## src/rtl/src2_shift_pkg.sv

```systemverilog
// src2_shift_pkg
// Shared definitions for the Src2 operand shifter: shift-type codes, FSM
// state encoding and the shift counter width.
package src2_shift_pkg;

   // Shift type codes, matching instruction bits 6:5 of the register form.
   localparam logic [1:0] SH_LSL = 2'b00;
   localparam logic [1:0] SH_LSR = 2'b01;
   localparam logic [1:0] SH_ASR = 2'b10;
   localparam logic [1:0] SH_ROR = 2'b11;

   // Counter must hold 32 (LSR/ASR #0 encode a 32-bit shift).
   localparam int CNT_W = 6;

   typedef enum logic [1:0] {
      S_IDLE  = 2'd0,
      S_SHIFT = 2'd1,
      S_DONE  = 2'd2
   } state_t;

endpackage

```

## src/rtl/src2_shift_step.sv

```systemverilog
// src2_shift_step
// Combinational single-bit shift/rotate step used once per SHIFT cycle.
// Ports:
//   value      in   WIDTH  working value before this step
//   sh_type    in   2      SH_LSL / SH_LSR / SH_ASR / SH_ROR
//   rrx        in   1      with SH_ROR: rotate through carry (fill from cin)
//   cin        in   1      carry flag captured at accept, used only for RRX
//   value_next out  WIDTH  value after one step
//   carry      out  1      bit shifted out by this step
module src2_shift_step
   import src2_shift_pkg::*;
#(
   parameter int WIDTH = 32
) (
   input  logic [WIDTH-1:0] value,
   input  logic [1:0]       sh_type,
   input  logic             rrx,
   input  logic             cin,
   output logic [WIDTH-1:0] value_next,
   output logic             carry
);

   logic [WIDTH-1:0] shl;
   logic [WIDTH-2:0] shr_body;
   logic             fill;

   // Bit-wise wiring of the one-position left and right moves.
   generate
      for (genvar gi = 0; gi < WIDTH - 1; gi++) begin : g_bits
         assign shl[gi+1]     = value[gi];
         assign shr_body[gi]  = value[gi+1];
      end
   endgenerate
   assign shl[0] = 1'b0;

   always_comb begin
      fill       = 1'b0;
      value_next = {fill, shr_body};
      carry      = value[0];
      case (sh_type)
         SH_LSL: begin
            value_next = shl;
            carry      = value[WIDTH-1];
         end
         SH_LSR: begin
            fill       = 1'b0;
            value_next = {fill, shr_body};
         end
         SH_ASR: begin
            fill       = value[WIDTH-1];
            value_next = {fill, shr_body};
         end
         default: begin
            // ROR brings bit 0 round to the top; RRX brings in the old carry.
            fill       = rrx ? cin : value[0];
            value_next = {fill, shr_body};
         end
      endcase
   end

endmodule

```

## src/rtl/src2_shift_unit.sv

```systemverilog
// src2_shift_unit
// Multi-cycle Src2 operand shifter between register-file read and ALU B.
// Decodes the immediate / register-shifted-by-constant operand forms and
// shifts one bit position per cycle; register-specified shifts are flagged.
// Ports:
//   clk        in   1      clock, rising edge
//   rst        in   1      asynchronous active-low reset
//   in_valid   in   1      request present
//   in_ready   out  1      unit idle and able to accept
//   imm        in   1      1 = immediate form, 0 = register-shifted form
//   instr      in   12     instruction bits 11:0
//   rm         in   WIDTH  register operand (ignored when imm=1)
//   cin        in   1      current C flag
//   out_valid  out  1      result available
//   out_ready  in   1      consumer accepts result
//   result     out  WIDTH  shifted operand
//   cout       out  1      shifter carry-out
//   err        out  1      unsupported encoding, qualified by out_valid
module src2_shift_unit
   import src2_shift_pkg::*;
#(
   parameter int WIDTH = 32   // must be 32: rot*2 and the #32 cases assume it
) (
   input  logic             clk,
   input  logic             rst,
   input  logic             in_valid,
   output logic             in_ready,
   input  logic             imm,
   input  logic [11:0]      instr,
   input  logic [WIDTH-1:0] rm,
   input  logic             cin,
   output logic             out_valid,
   input  logic             out_ready,
   output logic [WIDTH-1:0] result,
   output logic             cout,
   output logic             err
);

   state_t           state_reg, state_next;
   logic [CNT_W-1:0] cnt_reg, cnt_next;
   logic [WIDTH-1:0] val_reg, val_next;
   logic [1:0]       type_reg, type_next;
   logic             rrx_reg, rrx_next;
   logic             cin_reg, cin_next;
   logic             cout_reg, cout_next;
   logic             err_reg, err_next;

   // Decode of the request currently on the input.
   logic [WIDTH-1:0] dec_val;
   logic [1:0]       dec_type;
   logic             dec_rrx;
   logic [CNT_W-1:0] dec_cnt;
   logic             dec_err;
   logic [4:0]       shamt;

   logic [WIDTH-1:0] step_val;
   logic             step_carry;

   assign shamt = instr[11:7];

   always_comb begin
      dec_val  = rm;
      dec_type = instr[6:5];
      dec_rrx  = 1'b0;
      dec_cnt  = {1'b0, shamt};
      dec_err  = 1'b0;
      if (imm) begin
         dec_val  = {{(WIDTH-8){1'b0}}, instr[7:0]};
         dec_type = SH_ROR;
         dec_cnt  = {1'b0, instr[11:8], 1'b0};
      end else if (instr[4]) begin
         // Register-specified shift amount: pass rm through and flag it.
         dec_err = 1'b1;
         dec_cnt = '0;
      end else if (shamt == 5'd0) begin
         case (instr[6:5])
            SH_LSL:  dec_cnt = '0;
            SH_ROR: begin
               dec_rrx = 1'b1;
               dec_cnt = CNT_W'(1);
            end
            default: dec_cnt = CNT_W'(32);   // LSR/ASR #0 encode #32
         endcase
      end
   end

   src2_shift_step #(.WIDTH(WIDTH)) u_step (
      .value      (val_reg),
      .sh_type    (type_reg),
      .rrx        (rrx_reg),
      .cin        (cin_reg),
      .value_next (step_val),
      .carry      (step_carry)
   );

   always_ff @(posedge clk or negedge rst) begin
      if (!rst) begin
         state_reg <= S_IDLE;
         cnt_reg   <= '0;
         val_reg   <= '0;
         type_reg  <= SH_LSL;
         rrx_reg   <= 1'b0;
         cin_reg   <= 1'b0;
         cout_reg  <= 1'b0;
         err_reg   <= 1'b0;
      end else begin
         state_reg <= state_next;
         cnt_reg   <= cnt_next;
         val_reg   <= val_next;
         type_reg  <= type_next;
         rrx_reg   <= rrx_next;
         cin_reg   <= cin_next;
         cout_reg  <= cout_next;
         err_reg   <= err_next;
      end
   end

   always_comb begin
      state_next = state_reg;
      cnt_next   = cnt_reg;
      val_next   = val_reg;
      type_next  = type_reg;
      rrx_next   = rrx_reg;
      cin_next   = cin_reg;
      cout_next  = cout_reg;
      err_next   = err_reg;
      case (state_reg)
         S_IDLE: begin
            if (in_valid) begin
               val_next  = dec_val;
               type_next = dec_type;
               rrx_next  = dec_rrx;
               cin_next  = cin;
               cnt_next  = dec_cnt;
               err_next  = dec_err;
               // Zero-count and error cases report the incoming C flag.
               cout_next = cin;
               state_next = (dec_err || dec_cnt == '0) ? S_DONE : S_SHIFT;
            end
         end
         S_SHIFT: begin
            val_next  = step_val;
            cout_next = step_carry;
            cnt_next  = cnt_reg - CNT_W'(1);
            if (cnt_reg == CNT_W'(1)) state_next = S_DONE;
         end
         S_DONE: begin
            if (out_ready) state_next = S_IDLE;
         end
         default: state_next = S_IDLE;
      endcase
   end

   assign in_ready  = (state_reg == S_IDLE);
   assign out_valid = (state_reg == S_DONE);
   assign result    = val_reg;
   assign cout      = cout_reg;
   assign err       = err_reg;

endmodule

```

## config.mk

```make
export PLATFORM = sky130hd
export DESIGN_NAME = src2_shift_unit
export DESIGN_NICKNAME = d
export VERILOG_FILES = /design/src/rtl/src2_shift_pkg.sv /design/src/rtl/src2_shift_step.sv /design/src/rtl/src2_shift_unit.sv
export SDC_FILE = /design/constraint.sdc
export NUM_CORES = 1
export LEC_CHECK = 0
export ABC_AREA = 1
export CORE_MARGIN = 5
export CORE_UTILIZATION = 25
export DETAILED_ROUTE_END_ITERATION = 8
export PLACE_DENSITY = 0.53
export SETUP_SLACK_MARGIN = 0.1
export SLEW_MARGIN = 15
export SYNTH_ARGS = -nofsm -noshare
export SYNTH_HDL_FRONTEND = slang
export SYNTH_HIERARCHICAL = 1
export SYNTH_SLANG_ARGS = --single-unit
```

## constraint.sdc

```tcl
create_clock -name clk -period 4.04 [get_ports clk]
set_clock_uncertainty 0.2 [all_clocks]
set_input_delay 0.606 -clock clk [delete_from_list [all_inputs] [get_ports clk]]
set_output_delay 0.606 -clock clk [all_outputs]
set_load 0.005 [all_outputs]
```

==> results of run 1 <==
cells in the mapped netlist (all sizes together):
| master | instances | share of area |
|---|---|---|
| o31ai | 2 | 0.0051 |
| buf | 19 | 0.040 |
| nand3 | 10 | 0.017 |
| clkinv | 1 | 0.0013 |
| and2 | 1 | 0.0021 |
| a21oi | 19 | 0.032 |
| dfrtp | 46 | 0.39 |
| nand4 | 2 | 0.0042 |
| inv | 19 | 0.024 |
| xor2 | 2 | 0.0059 |
| clkbuf | 10 | 0.014 |
| nor2 | 18 | 0.029 |
| ha | 4 | 0.017 |
| nand2 | 194 | 0.25 |
| o221ai | 1 | 0.0029 |
| o21ai | 102 | 0.17 |
kinds of logic (layout without fill, tap and decap cells):
group / after synthesis / in the layout / synth area share
compound gates: 124 / 124 / 0.2119
xor+xnor: 2 / 2 / 0.005898
fa+ha+maj: 4 / 4 / 0.01685
buf+inv: 49 / 119 / 0.07919
flops: 46 / 46 / 0.3875
simple gates: 225 / 225 / 0.2987
power by group:
part           internal, mW  switching, mW
logic                 0.738          0.932
clock network         0.290          0.183
registers             0.683          0.263
total                  1.71           1.38
critical path: cells and delay by family:
family                 cells  cell delay, ns
AOI/OAI and AO/OA          3            0.28
buffers and inverters      3            1.52
and+or+nand+nor            1            0.09
worst max-delay path by stage:
stage / startpoint / endpoint / slack, ns / cells past startpoint
after floorplan: imm / result[3] / 2.45 / 6
after global placement: imm / result[4] / 1.28 / 7
after detailed placement: imm / result[1] / 1.18 / 7
after CTS: imm / result[1] / 1.49 / 7
after global routing: imm / result[4] / 1.23 / 7
final: imm / result[1] / 1.51 / 7
layout make-up:
cell class | count | area (um2) | share of cell area
repair buffers | 91 | 903.4 | 0.2226
flip-flops and latches | 46 | 1151 | 0.2837
inverters | 20 | 75.07 | 0.01850
clock inverters | 3 | 40.04 | 0.009867
well taps | 143 | 178.9 | 0.04410
multi-input cells | 355 | 1584 | 0.3904
clock buffers | 5 | 125.1 | 0.03084
stage by stage:
step / hold slack (ns) / utilization / worst slack, ns
2_1_floorplan: 0.1104 / - / 2.451
3_3_place_gp: 0.2756 / 0.3380 / 1.284
3_5_place_dp: 0.2760 / 0.3380 / 1.182
4_1_cts: 0.1246 / 0.3523 / 1.489
5_1_grt: 0.1423 / 0.3523 / 1.232
6_report: 0.1088 / 0.3523 / 1.506
layer usage:
metal,wire length (um),vias up
met3,481,4
met1,4323,1422
li1,-,1595
met4,52,0
met2,4511,74
met5,0,-
==> qor.yml, run 1 <==
grt:
  grtUsageTotal: 0.1330
  antenna_found_initial: 0
  grt_pass1_wl_mm: 15.68
  grtUsageMet2: 0.2215
  grt_max_degree: 56
  grt_pass1_vias: 3039
  grt_overflow_total: 0
  busiest_layer: "met2"
  grtUsageMet1: 0.1736
  met3_usage: 0.03507
routing:
  ant_nets: 0
  viasPerCell: 4.668
  dr.pass1.iters: 4
  vias: 3095
  wl_per_cell_um: 14.13
  drc_errors: 0
  drt_iter0_markers: 279
  wl_mm: 9.368
critical_path:
  crit_path_start_kind: "input pin"
  crit_chain: "clkdlybuf4s50_1 > clkinv_1 > buf_4 > nand2_1 > a21oi_1 > a21oi_1 > o21ai_0"
  endpoint_kind: "flip-flop"
  critPathMaxStageDelay_ns: 0.70
  r2r_start: "type_reg[0]"
  path_common_cell: "a21oi_1"
  worstPathArrival_ns: 2.50
  cp_max_fo: 21
  critPathRequiredTime_ns: 4.01
  reg2regPathDepth: 6
  reg2reg_setup_slack_ns: 1.65
  r2r_end: "cout"
  critical_path_class: "input pin to flip-flop"
  slowest_stage: "clkdlybuf4s50_1"
cells_and_area:
  fin_nets: 573
  final_cell_mix: "192 x nand2_1, 84 x clkdlybuf4s50_1, 53 x o21ai_0, 49 x o21ai_1, 46 x dfrtp_1"
  fillers: 1258
  area_growth_pct: 36.60
  fin_cells: 663
  largest_reg_flops: 32
  fin_area_um2: 4058
  final_common_cell: "nand2_1"
  drive_gt1_frac: 0.04423
  antenna_cells: 0
floorplanning:
  die_width_um: 119
  dieArea_um2: 14160
  start_util: 0.2579
  num_rows: 39
  fp.dieH_um: 119
  core_area_um2: 11520
  io_pins: 86
placed_design:
  place_congestion: 0.7859
  port_buffers: 85
  placed_area_um2: 3892
  dp.cells: 655
  dp_hpwl_mm: 6.667
clock_tree:
  cts_setup_buffers: 0
  hold_buffers: 0
  cts_buffer_depth: 2
  cts_sinks: 46
  clk_pin_slew_worst_paths_ns: 0.07
  h-tree-depth: 2
  clk_latency_ns: 0.29
  cts_tree: "yes"
  root_buffer: "clkbuf_16"
  cts_resized: 0
  cts_buffers: 5
timing:
  tns_ns: 0
  max_slew.worst_pin.slew_ns: 1.078
  fin_crit_ns: 2.534
  setup_viol: 0
  max_freq_ghz: 0.3946
  rsz0062_at_grt: "no"
  post-route-period-util: 0.6272
  max_slew_margin: 0.2816
  slew_violations: 0
  hold_violations: 0
synthesis:
  yosysSeqAreaShare: 0.3875
  syn-cell-area_um2: 2970
  yosysUniqueCellTypes: 25
  syn_area_per_cell_um2: 6.601
  yosysWarnings: 6
  syn_nets: 504
  synthesis.instances: 450
  synth_seq_cells: 46
job:
  drv_cap: 0
power_and_ir_drop:
  power.total_mw: 3.089
  vdd_ir_drop_max_uv: 405.3
  powerDensity_nw_per_um2: 761.3
  power.leakage_nw: 1.859
status:
  status: "finished, final reports clean"
worst_hold_path:
  min_path_type: "input pin to asynchronous set/reset pin"
No activity file was read; power rests on OpenSTA's default activity.
==> run 2: changes to the inputs <==
==> constraint.sdc (replaced) <==
create_clock -name clk -period 2.6 [get_ports clk]
set_clock_uncertainty 0.2 [all_clocks]
set_input_delay 0.39 -clock clk [delete_from_list [all_inputs] [get_ports clk]]
set_output_delay 0.39 -clock clk [all_outputs]
set_load 0.005 [all_outputs]
==> run 2 against run 1 <==
  * Clock power grew 51%
  * Register-to-register slack got worse by 0.99 ns
  * Cell area increased by 1.3%
  * Worst hold slack improved by 0.19 ns
  * Final cell count increased by 0.75%
  * First-iteration DRC count down 41%
  * Setup slack got worse by 0.98 ns
  * Critical path type is now flip-flop to output pin
  * Highest routed layer unchanged
==> qor.yml, run 2 (synthesized netlist as in run 1, its figures left out) <==
timing:
  max_freq_ghz: 0.4825
  max_slew.worst_pin.slew_ns: 0.5088
  tns_ns: 0
  hold_violations: 0
  setup_viol: 0
  post-route-period-util: 0.7971
  fin_crit_ns: 2.073
  max_slew_margin: 0.6600
  rsz0062_at_grt: "no"
  slew_violations: 0
clock_tree:
  cts_tree: "yes"
  h-tree-depth: 2
  cts_sinks: 46
  cts_setup_buffers: 0
  clk_pin_slew_worst_paths_ns: 0.07
  cts_buffers: 5
  clk_latency_ns: 0.28
  root_buffer: "clkbuf_16"
  cts_buffer_depth: 2
cells_and_area:
  fin_area_um2: 4111
  largest_reg_flops: 32
  final_cell_mix: "192 x nand2_1, 84 x clkdlybuf4s50_1, 53 x o21ai_0, 49 x o21ai_1, 46 x dfrtp_1"
  fin_cells: 668
  fin_nets: 578
  antenna_cells: 0
  final_common_cell: "nand2_1"
  area_growth_pct: 38.42
  drive_gt1_frac: 0.05143
  fin_util: 0.3570
grt:
  grt_pass1_wl_mm: 15.27
  grt_max_degree: 64
  grt_overflow_total: 0
  grt_pass1_vias: 2980
  grtUsageTotal: 0.1297
  antenna_found_initial: 0
power_and_ir_drop:
  powerDensity_nw_per_um2: 1176
  power.leakage_nw: 1.887
  vdd_ir_drop_max_uv: 482.5
critical_path:
  critical_path_class: "flip-flop to output pin"
  cp_max_fo: 4
  worstPathArrival_ns: 1.48
  critPathRequiredTime_ns: 2.01
  endpoint_kind: "output pin"
  crit_path_start_kind: "flip-flop"
placed_design:
  port_buffers: 85
  place_congestion: 0.8138
  dp.cells: 659
  dp_hpwl_mm: 6.672
  placed_area_um2: 3935
floorplanning:
  num_rows: 39
  core_area_um2: 11520
  fp.dieH_um: 119
  start_util: 0.2579
  die_width_um: 119
  dieArea_um2: 14160
  io_pins: 86
worst_hold_path:
  min_path_type: "flip-flop to flip-flop"
routing:
  dr.pass1.iters: 4
  drc_errors: 0
  ant_nets: 0
  wl_mm: 9.306
  viasPerCell: 4.641
  vias: 3100
  wl_per_cell_um: 13.93
  drt_iter0_markers: 164
status:
  status: "finished, final reports clean"
job:
  drv_cap: 0
## run 2: changes by cell type in the layout (fill, tap and decap cells not counted), sizes merged
cell         delta
bufinv          -1
buf             +4
clkbuf          +3
clkinv          -2
dlygate4sd3     +1
## run 2: cell type report
type                       instances  area [um2]
fill                            1228        7405
sequential                        46        1151
timing repair buffer              96       955.9
inverter                          20       75.07
multi-input combinational        355        1584
clock buffer                       8       166.4
tap                              143       178.9
## run 2: worst paths after layout
check,startpoint,end,slack (ns),cells past startpoint
hold reg to reg,cin_reg,cin_reg,0.30,2
max in group asynchronous,rst,result[14],1.56,3
setup reg to reg,state_reg[1],result[6],0.66,6
setup / recovery,state_reg[1],in_ready,0.53,2
min in group asynchronous,rst,cin_reg,0.41,3
hold / removal,cin_reg,cin_reg,0.30,2
## run 2: layer usage
| metal | up-vias | share of wire | track usage |
|---|---|---|---|
| li1 | 1609 | - | - |
| met4 | 0 | 0.0069 | 0.02172 |
| met3 | 4 | 0.060 | 0.03318 |
| met5 | - | 0 | 0 |
| met1 | 1398 | 0.48 | 0.1830 |
| met2 | 89 | 0.46 | 0.2035 |
## run 2: critical path, cell delays in order (launching register included)
cell	delay [ns]
dfrtp_1	0.45
nor2_2	0.22
clkdlybuf4s50_1	0.54
## run 2: repair_timing
item | in CTS | in global routing
endpoints found under the setup margin | 0 | 0
hold endpoints to repair | 46 | 0
gates resized for setup | 0 | 0
hold buffers | 1 | 0
## run 2: stage by stage
step           setup WS (ns)  power [mW]  hold WS [ns]
4_1_cts               0.5206       4.895        0.3008
5_1_grt               0.4337       5.309        0.3481
3_5_place_dp          0.3893       4.164        0.2037
6_report              0.5275       4.837        0.3004
3_3_place_gp          0.3981       4.119        0.2056
2_1_floorplan          1.044       3.117       -0.1056
## run 2: where the power goes
| part | internal [mW] | total, mW | switching (mW) |
|---|---|---|---|
| clock network | 0.436 | 0.713 | 0.277 |
| logic | 1.18 | 2.71 | 1.53 |
| registers | 1.06 | 1.42 | 0.351 |
| total | 2.68 | 4.84 | 2.16 |
